**src/rtl/flag_unit_stk.sv**
```systemverilog
// ALU flag unit: derives {C,O,P,N,Z}, masked flag register and a DEPTH-entry LIFO flag stack.
// Optional FLAG_STICKY_OV_EN makes the overflow flag sticky until reset or a restoring pop.
module flag_unit_stk #(
  parameter int unsigned WIDTH = 8,
  parameter int unsigned DEPTH = 4,
  localparam int unsigned CNT_W = $clog2(DEPTH + 1)
) (
  input  logic             ck,
  input  logic             rst,
  input  logic [WIDTH-1:0] au_out,
  input  logic             c_in,
  input  logic             o_in,
  input  logic             upd,
  input  logic [4:0]       upd_mask,
  input  logic             leq,
  input  logic             push,
  input  logic             pop,
  output logic [4:0]       fu_out,
  output logic             n_out,
  output logic [CNT_W-1:0] stk_cnt,
  output logic             full,
  output logic             empty,
  output logic             stk_err
);

  localparam int unsigned IDX_W = (DEPTH > 1) ? $clog2(DEPTH) : 1;

  logic [4:0]       r_flags;
  logic [CNT_W-1:0] r_cnt;
  logic             r_err;
  logic [4:0]       r_stack [2**IDX_W];

  logic             w_z, w_p, w_n, w_o_new;
  logic [4:0]       w_new, w_upd_flags;
  logic             w_full, w_empty;
  logic             w_do_push, w_do_pop, w_bad_op;
  logic [IDX_W-1:0] w_wr_idx, w_rd_idx;

  always_comb begin
    w_z = (au_out == '0);
    w_p = ~au_out[0];
    w_n = au_out[WIDTH-1] | (w_z & leq);
`ifdef FLAG_STICKY_OV_EN
    w_o_new = r_flags[3] | o_in;
`else
    w_o_new = o_in;
`endif
    w_new       = {c_in, w_o_new, w_p, w_n, w_z};
    w_upd_flags = upd ? ((upd_mask & w_new) | (~upd_mask & r_flags)) : r_flags;
  end

  assign w_full    = (r_cnt == CNT_W'(DEPTH));
  assign w_empty   = (r_cnt == '0);
  // Simultaneous push and pop is a swap no-op on the stack and never an error.
  assign w_do_push = push & ~pop & ~w_full;
  assign w_do_pop  = pop & ~push & ~w_empty;
  assign w_bad_op  = (push & ~pop & w_full) | (pop & ~push & w_empty);
  // Occupied count never exceeds DEPTH, so the low bits address the stack exactly.
  assign w_wr_idx  = r_cnt[IDX_W-1:0];
  assign w_rd_idx  = r_cnt[IDX_W-1:0] - IDX_W'(1);

  always_ff @(posedge ck) begin
    if (rst) begin
      r_flags <= '0;
      r_cnt   <= '0;
      r_err   <= 1'b0;
    end else begin
      if (w_do_pop) begin
        r_flags <= r_stack[w_rd_idx];
      end else begin
        r_flags <= w_upd_flags;
      end
      if (w_do_push) begin
        r_cnt <= r_cnt + CNT_W'(1);
      end else if (w_do_pop) begin
        r_cnt <= r_cnt - CNT_W'(1);
      end
      if (w_bad_op) begin
        r_err <= 1'b1;
      end
    end
  end

  // Stack contents need no reset; only r_cnt qualifies them.
  always_ff @(posedge ck) begin
    if (!rst && w_do_push) begin
      r_stack[w_wr_idx] <= r_flags;
    end
  end

  assign fu_out  = r_flags;
  assign n_out   = w_n;
  assign stk_cnt = r_cnt;
  assign full    = w_full;
  assign empty   = w_empty;
  assign stk_err = r_err;

endmodule
```
**config.mk**
```make
export PLATFORM = sky130hd
export DESIGN_NAME = flag_unit_stk
export DESIGN_NICKNAME = d
export VERILOG_FILES = /design/src/rtl/flag_unit_stk.sv
export SDC_FILE = /design/constraint.sdc
export NUM_CORES = 1
export LEC_CHECK = 0
export CORE_ASPECT_RATIO = 0.9
export CORE_MARGIN = 3
export CORE_UTILIZATION = 40
export DETAILED_ROUTE_END_ITERATION = 12
export PLACE_DENSITY = 0.67
export RECOVER_POWER = 100
export SLEW_MARGIN = 15
export SYNTH_ARGS = -nofsm -noshare
export SYNTH_HDL_FRONTEND = slang
export SYNTH_SLANG_ARGS = --single-unit
```
**constraint.sdc**
```tcl
create_clock -name ck -period 2.53 [get_ports ck]
set_input_delay 0.506 -clock ck [delete_from_list [all_inputs] [get_ports ck]]
set_output_delay 0.506 -clock ck [all_outputs]
set_load 0.005 [all_outputs]
```
==> impl_metrics.toml <==
[sta]
slew_headroom_pct = 57.2
final_max_slew_viol_count = 0
setup_viol = 0
rsz0062_at_grt = "false"
post-route-min-period_ns = 2.41
fin_crit_sh_pct = 95.4
hold_viol_final = 0
max_freq_mhz = 414
skew_ns = 0.00634
worst_slack_ns = 0.117
worst_pin_slew_ns = 0.642

[logic_synthesis]
synth_area_leader_cell = "edfxtp_1"
synth_area_um2 = 1330
synth_seq_cells = 29
netlist-cell-type-count = 28
syn-num-nets = 129
syn-instance-count = 103
synth_edf_count = 20
ys.flop_type = "edfxtp_1"
syn_area_per_cell_um2 = 12.9
ys_seq_area_share_pct = 58.8
synth_top_cell_area_share_pct = 45.2
async_reset_ff_share_pct = 0
yosys_warnings = 0
synthTopCellsByArea = "edfxtp_1, dfxtp_1, mux4_2"

[routing]
avgRoutedWirePerCell_um = 15.4
viasPerCell = 4.94
ant_nets = 0
drt_pass1_iterations = 4
drtIter0Drc = 54
totalWireLength_um = 2840
drc = 0
vias = 914

[grt]
grt_use_total_pct = 16.1
use_met1_pct = 20.4
grt_pass1_wl_um = 4500
first_global_vias = 927
use_met3_pct = 5.37
overflow = 0
grt_max_degree = 11
grt_antenna_before_repair = 0
top_usage_layer = "met2"
use_met2_pct = 25.0

[floorplanning]
placementRows = 19
ios = 33
core_area_um2 = 3110
die_y_um = 60.7
start_util_pct = 42.6
dieWidth_um = 66.7
dieArea_um2 = 4050

[layout]
layout.nets = 168
final_core_util_pct = 57.4
drive_above_1_share_pct = 14.0
syn2layout_area_growth_pct = 34.7
n_antenna_cell = 0

[clock_network]
htree_levels = 2
clockRootBuffer = "clkbuf_8"
cts_tree = "built"
numClockSinks = 29
clk_pin_slew_ns = 0.06
cts_buffer_depth = 2
numCtsBuffers = 5
ctsHoldBuffers = 0
clk_latency_ns = 0.28

[placed_design]
place_congestion = 0.793
dpl_worst_slack_ns = -0.287
hpwl_um = 2230
io_buffer_count = 32

[power_and_ir_drop]
power_frac_clock_pct = 26.2
power.switching_uw = 405
p_int_uw = 976
pwr_density_cell_nw_per_um2 = 772
switching_share_pct = 29.3
pwr-share-seq_pct = 43.8
design_power_total_uw = 1380
ir_drop_mv = 0.478
power.leakage_uw = 0.000658
p_comb_share_pct = 30.0

[worst_setup_path]
critPathLaunchType = "input port"
cp-end-kind = "output port"
crit_required_ns = 2.02
worst-setup-path-type = "in2out"
crit_fanout = 2
cp.arrival_ns = 1.91

[status]
status = "finished, final reports clean"

[hold_path]
hold_path.class = "reg2reg"

[run]
cap_violations = 0
-- critical path: stages --
cell	delay, ns
clkdlybuf4s50_1	0.40
or4_4	0.55
nor4_4	0.19
a21o_2	0.16
buf_2	0.10
-- per-layer routing --
| layer | vias to the layer above | wire, um |
|---|---|---|
| met5 | - | 0 |
| met1 | 440 | 1250 |
| met4 | 0 | 53 |
| met3 | 6 | 79 |
| met2 | 10 | 1460 |
| li1 | 458 | - |
-- cells by family (layout without fill, tap and decap cells) --
kind of cell	after synthesis	count (layout)	synth area share (%)
DFF	29	29	58.8
buffers and inverters	7	47	2.07
AOI/OAI and AO/OA	18	18	9.43
muxes	6	6	9.24
and+or+nand+nor	36	36	14.4
adders and majority gates	5	5	4.71
xor gates and xnor gates	2	2	1.32
-- power groups by stage --
stage / combinational (uW) / sequential (uW) / clock, uW
after global routing: 460 / 615 / 395
final: 414 / 605 / 362
after CTS: 440 / 608 / 372
after global placement: 435 / 615 / 0
after detailed placement: 439 / 618 / 0
after floorplan: 247 / 612 / 0
-- synthesized netlist by cell type (all sizes together) (4+ instances only) --
cell type and count:
and2 5, mux4 5, inv 4, edfxtp 20, nand2 12, a21oi 7, ha 5, dfxtp 9
nor2 9
-- final timing paths --
check / endpoint / cells past startpoint / slack (ns) / start
min reg2reg: stk_err / 2 / 0.48 / stk_err
max reg2reg: stk_cnt[2] / 10 / 0.51 / stk_cnt[1]
min: stk_err / 2 / 0.48 / stk_err
max: n_out / 5 / 0.12 / au_out[6]
-- per-stage QoR --
step	cell area, um2	instances	setup TNS [ns]	hold slack [ns]
2_1_floorplan	1330	103	0	0.460
3_3_place_gp	1710	177	-0.209	0.456
3_5_place_dp	1710	177	-0.287	0.469
4_1_cts	1790	185	0	0.487
5_1_grt	1790	185	0	0.502
6_report	1790	185	0	0.480
-- cell usage in the layout (no fill, tap or decap), types with 5 or more instances in the layout --
cell type / n
a21oi_1: 7
clkbuf_8: 5
clkdlybuf4s50_1: 20
dfxtp_1: 9
dlygate4sd3_1: 11
edfxtp_1: 20
ha_1: 5
mux4_2: 5
nand2_1: 12
nor2_1: 9
-- cell type report --
class,instances,area [um2]
Tap cell,42,52.6
Sequential cell,29,781
Inverter,4,15.0
Multi-Input combinational cell,67,519
Clock buffer,5,68.8
Clock inverter,3,17.5
Timing Repair Buffer,35,334
Fill cell,269,1330
-- repair_timing --
item | CTS | global route
gates resized for setup | 4 | 0
cloned | 0 | 0
setup buffers | 0 | 0
setup endpoints to repair | 1 | 1
pin swaps | 3 | 1
No activity file was read; power rests on OpenSTA's default activity.
